`config.mk`:
```
export PLATFORM = sky130hd
export DESIGN_NAME = mips32_fetch_unit
export DESIGN_NICKNAME = d
export VERILOG_FILES = /design/src/rtl/mips32_fetch_unit.sv
export SDC_FILE = /design/constraint.sdc
export NUM_CORES = 1
export LEC_CHECK = 0
export CORE_MARGIN = 5
export CORE_UTILIZATION = 25
export CTS_BUF_LIST = sky130_fd_sc_hd__clkbuf_4 sky130_fd_sc_hd__clkbuf_8
export CTS_CLUSTER_DIAMETER = 100
export DETAILED_ROUTE_END_ITERATION = 7
export SLEW_MARGIN = 5
export SYNTH_ARGS = -nofsm -noshare
export SYNTH_HDL_FRONTEND = slang
export SYNTH_SLANG_ARGS = --single-unit
export TNS_END_PERCENT = 5
```
`constraint.sdc`:
```
create_clock -name clk -period 8.3 [get_ports clk]
set_input_delay 1.66 -clock clk [delete_from_list [all_inputs] [get_ports clk]]
set_output_delay 1.66 -clock clk [all_outputs]
set_load 0.02 [all_outputs]
```
`src/rtl/mips32_fetch_unit.sv`:
```
// mips32_fetch_unit
//   Decoupled instruction-fetch front end. Issues word reads to a
//   synchronous-read instruction memory (1-cycle latency), buffers the
//   returned words with their PCs in a prefetch FIFO, and hands them to
//   decode over a valid/ready handshake. A downstream redirect flushes
//   everything and restarts fetch; a misaligned redirect target halts
//   fetch and raises a sticky fault until an aligned redirect or reset.
//
// Ports
//   clk             clock, rising edge
//   rst             asynchronous active-low reset
//   imem_en         instruction-memory read strobe
//   imem_addr       instruction-memory word address (fpc[IMEM_AW+1:2])
//   imem_data       read data, valid the cycle after imem_en
//   redirect_valid  redirect request (highest priority)
//   redirect_pc     redirect target
//   inst_valid      FIFO head holds an instruction
//   inst_ready      decode accepts the head this cycle
//   inst            head instruction word
//   inst_pc         PC of head instruction
//   inst_pc4        inst_pc + 4 (wrapping)
//   fetch_fault     sticky misaligned-redirect flag
module mips32_fetch_unit #(
  parameter int                ADDR_W   = 32,
  parameter int                IMEM_AW  = 8,
  parameter int                DEPTH    = 4,
  parameter logic [ADDR_W-1:0] RESET_PC = '0
) (
  input  logic               clk,
  input  logic               rst,
  output logic               imem_en,
  output logic [IMEM_AW-1:0] imem_addr,
  input  logic [31:0]        imem_data,
  input  logic               redirect_valid,
  input  logic [ADDR_W-1:0]  redirect_pc,
  output logic               inst_valid,
  input  logic               inst_ready,
  output logic [31:0]        inst,
  output logic [ADDR_W-1:0]  inst_pc,
  output logic [ADDR_W-1:0]  inst_pc4,
  output logic               fetch_fault
);

  localparam int              PW      = (DEPTH > 1) ? $clog2(DEPTH) : 1;
  localparam int              CW      = $clog2(DEPTH + 1);
  localparam logic [PW-1:0]   LAST    = PW'(DEPTH - 1);
  localparam logic [CW:0]     DEPTH_C = (CW + 1)'(DEPTH);

  logic [ADDR_W-1:0] fpc;
  logic [ADDR_W-1:0] pend_pc;
  logic              pending;
  logic              fault;
  logic [CW-1:0]     count;
  logic [PW-1:0]     head;
  logic [PW-1:0]     tail;

  logic [31:0]       buf_inst [DEPTH];
  logic [ADDR_W-1:0] buf_pc   [DEPTH];

  logic [CW:0]       used;
  logic              issue;
  logic              push;
  logic              pop;

  function automatic logic [PW-1:0] ptr_inc(input logic [PW-1:0] p);
    return (p == LAST) ? '0 : p + PW'(1);
  endfunction

  // Credits are counted against buffered entries plus the one in flight,
  // so a returning word always has a free slot. A pop in the same cycle
  // deliberately does not release a credit, keeping the issue path short.
  assign used       = {1'b0, count} + (CW + 1)'(pending);
  assign issue      = rst && !redirect_valid && !fault && (used < DEPTH_C);
  assign push       = pending && !redirect_valid;
  assign pop        = inst_valid && inst_ready && !redirect_valid;

  assign imem_en     = issue;
  assign imem_addr   = fpc[IMEM_AW+1:2];
  assign inst_valid  = (count != '0);
  assign inst        = buf_inst[head];
  assign inst_pc     = buf_pc[head];
  assign inst_pc4    = buf_pc[head] + ADDR_W'(4);
  assign fetch_fault = fault;

  always_ff @(posedge clk or negedge rst) begin
    if (!rst) begin
      fpc     <= RESET_PC;
      pend_pc <= '0;
      pending <= 1'b0;
      fault   <= 1'b0;
      count   <= '0;
      head    <= '0;
      tail    <= '0;
    end else if (redirect_valid) begin
      // Dropping pending discards the word returning next cycle.
      fpc     <= redirect_pc;
      fault   <= (redirect_pc[1:0] != 2'b00);
      pending <= 1'b0;
      count   <= '0;
      head    <= '0;
      tail    <= '0;
    end else begin
      if (issue) begin
        pend_pc <= fpc;
        fpc     <= fpc + ADDR_W'(4);
      end
      pending <= issue;
      if (push) tail <= ptr_inc(tail);
      if (pop)  head <= ptr_inc(head);
      if (push && !pop)
        count <= count + CW'(1);
      else if (!push && pop)
        count <= count - CW'(1);
    end
  end

  always_ff @(posedge clk) begin
    if (push) begin
      buf_inst[tail] <= imem_data;
      buf_pc[tail]   <= pend_pc;
    end
  end

endmodule
```
==> flow_metrics.py <==
metrics = {
    "clocking": {
        "clk_latency_ns": 0.63,
        "cts.sink_count": 329,
        "cts_tree": "done",
        "numCtsBuffers": 57,
        "cts_buffer_depth": 3,
        "cts_root_buffer": "clkbuf_8",
        "cts-resized-gates": 0,
        "clkSlewWorstSetupHoldPaths_ns": 0.06,
        "cts_setup_buffers": 0,
        "cts_max_level": 2,
        "holdBufCountCts": 0,
    },
    "min_path": {
        "holdPathEnd": "pend_pc[1]",
        "min_path_type": "reg -> reg",
        "hold_path_depth": 2,
        "hp-start": "fpc[1]",
    },
    "run_status": {
        "status": "finished, final reports clean",
    },
    "die": {
        "die_x_um": 243,
        "die_y_um": 243,
        "die-area_um2": 59000,
        "rows": 85,
        "start_util_pct": 25.2,
        "pin_count": 175,
        "core_um2": 53800,
    },
    "setup_path": {
        "worstPathMaxFanout": 66,
        "rr_worst_depth": 7,
        "rrSetupSlack_ns": 5.67,
        "rr_endpoint": "fpc[28]",
        "worst_ep_arrival_time_ns": 4.34,
        "start_kind": "flip-flop",
        "crit_required_ns": 6.64,
        "reg2reg_from": "count[2]",
        "criticalPathCategory": "reg -> out",
        "worstSetupEndpointType": "primary output",
    },
    "detailed_routing": {
        "vias": 7945,
        "drt_pass1_iterations": 4,
        "wl_per_cell_um": 18.8,
        "wirelength_mm": 33.4,
        "dr.first_iter.drc_count": 550,
        "remaining_drc_errors": 0,
        "antenna_left": 0,
        "post_drt_via_cell_ratio": 4.46,
    },
    "logic_synthesis": {
        "ys.warnings.count": 0,
        "synth_edf_count": 256,
        "yosys-top-cells-count": "edfxtp_1, nand2_1, dfrtp_1",
        "syn_area_um2": 13600,
        "netlist-cell-type-count": 53,
        "yosysMostFrequentCell": "edfxtp_1",
        "synth_fp_nets": 921,
        "ys.flop_type": "edfxtp_1",
        "postSynth.asyncResetShare_pct": 22.2,
        "ys_seq_area_share_pct": 70.2,
        "yosys-top-cells-area": "edfxtp_1, dfrtp_1, mux4_2",
        "synth_top_area_share_pct": 56.7,
        "syn_inst": 845,
        "syn_area_per_cell_um2": 16.0,
        "synth_top_cell_by_area": "edfxtp_1",
        "synth-seq-cells": 329,
    },
    "grt": {
        "grt_usage_pct": 11.1,
        "grt_pass1_wl_mm": 51.0,
        "antenna_found_initial": 1,
        "grt_overflow": 0,
        "grt_start_max_net_pins": 73,
        "grt_pass1_vias": 8270,
    },
    "power": {
        "p_int_w": 0.00341,
        "switching_power_w": 0.00144,
        "ir_drop_mv": 0.102,
        "p_leak_nw": 5.93,
        "clock_power_share_pct": 33.1,
        "p_per_area_nw_per_um2": 282,
        "seqPwrFrac_pct": 44.2,
        "combPwrFrac_pct": 22.8,
        "swShare_pct": 29.7,
    },
    "sta": {
        "slew_headroom_pct": 27.4,
        "final_hold_viol_count": 0,
        "finalClockSkew_ns": 0.0284,
        "max_freq_ghz": 0.167,
        "rsz0062_at_grt": "false",
        "tns_ns": 0,
        "fin_crit_sh_pct": 72.3,
        "setup-violations-final": 0,
        "fin_ws_ns": 2.30,
        "drv_slew": 0,
        "tightest_slew_ns": 1.09,
        "min_period_ns": 6.00,
    },
    "final_layout": {
        "finalNetCount": 1113,
        "drive_gt1_share_pct": 17.2,
        "syn_to_final_growth_pct": 27.1,
    },
    "placement": {
        "io_buffer_count": 174,
        "pre_cts_ws_ns": 2.46,
        "gp_congestion": 0.765,
        "place_hpwl_mm": 20.9,
    },
    "job": {
        "cap_violations": 0,
    },
}
-- sequential cells by signal, summed over array words and instances, names as in the netlist --
name and count:
buf_inst 128, count 3, pending 1, buf_pc 128
tail 2, fpc 32, pend_pc 32, head 2
fetch_fault 1
-- worst max path at each step --
stage,from,endpoint,slack (ns),cells past startpoint
2_1_floorplan,redirect_valid,imem_en,3.38,6
3_3_place_gp,rst,imem_en,2.47,5
6_report,head[1],inst_pc4[20],2.30,7
5_1_grt,head[0],inst_pc4[30],1.88,7
4_1_cts,head[1],inst_pc4[20],2.04,7
3_5_place_dp,rst,imem_en,2.46,5
-- critical path: stages (launching register included) --
cell and delay [ns]:
dfrtp_4 1.13, mux4_2 0.44, ha_1 0.21, and2_1 0.20
nand4_1 0.44, nor3_1 0.40, xor2_1 0.21, clkdlybuf4s50_1 0.64
-- kinds of logic after synthesis --
kind of cell    share of synthesized area [%]
flops                                    70.2
xor+xnor                                 2.13
simple gates                             9.38
buf+inv                                  2.57
mux                                      11.2
fa+ha+maj                               0.794
compound gates                           3.78
-- cells in the final DEF, fill, tap and decap left out, drive strengths merged, types with 11 or more instances in the layout --
cell type / n
nand3: 24
and2: 11
dfrtp: 73
nor2: 28
clkbuf: 77
inv: 23
nor3: 21
clkinv: 20
clkdlybuf4s50: 172
nand4: 12
edfxtp: 256
xnor2: 16
mux4: 64
xor2: 17
nand2: 133
o21ai: 31
-- power by group through the flow --
stage | clock network, W | logic, W | registers (W)
2_1_floorplan | 0 | 0.000722 | 0.00205
3_3_place_gp | 0 | 0.00112 | 0.00217
3_5_place_dp | 0 | 0.00113 | 0.00219
4_1_cts | 0.00167 | 0.00113 | 0.00215
5_1_grt | 0.00174 | 0.00118 | 0.00217
6_report | 0.00160 | 0.00110 | 0.00214
-- cell type report --
class                           count  area (µm²)
Antenna cell                        1        2.50
Tap cell                          696         871
Clock inverter                     29         280
Multi-Input combinational cell    447        3700
Timing Repair Buffer              182        1790
Inverter                           20        75.1
Sequential cell                   329        9520
Clock buffer                       77         978
Fill cell                        5328       36600
-- routing by layer --
metal,track usage (%),routed length (µm),share of wire (%),vias to the layer above
met5,0,0,0,-
met4,3.29,663,2.0,0
met3,3.22,2240,6.7,54
met2,18.1,15900,48,249
met1,14.6,14600,44,4011
li1,-,-,-,3631
-- through the flow --
step / cell area (µm²) / hold slack [ns] / power (W) / util, % / cells
2_1_floorplan: 13600 / 0.435 / 0.00277 / - / 845
3_3_place_gp: 16000 / 0.470 / 0.00329 / 29.7 / 1674
3_5_place_dp: 16000 / 0.477 / 0.00331 / 29.7 / 1674
4_1_cts: 17200 / 0.492 / 0.00495 / 32.0 / 1780
5_1_grt: 17200 / 0.514 / 0.00509 / 32.0 / 1781
6_report: 17200 / 0.499 / 0.00485 / 32.0 / 1781
(Power assumes the default switching activity.)
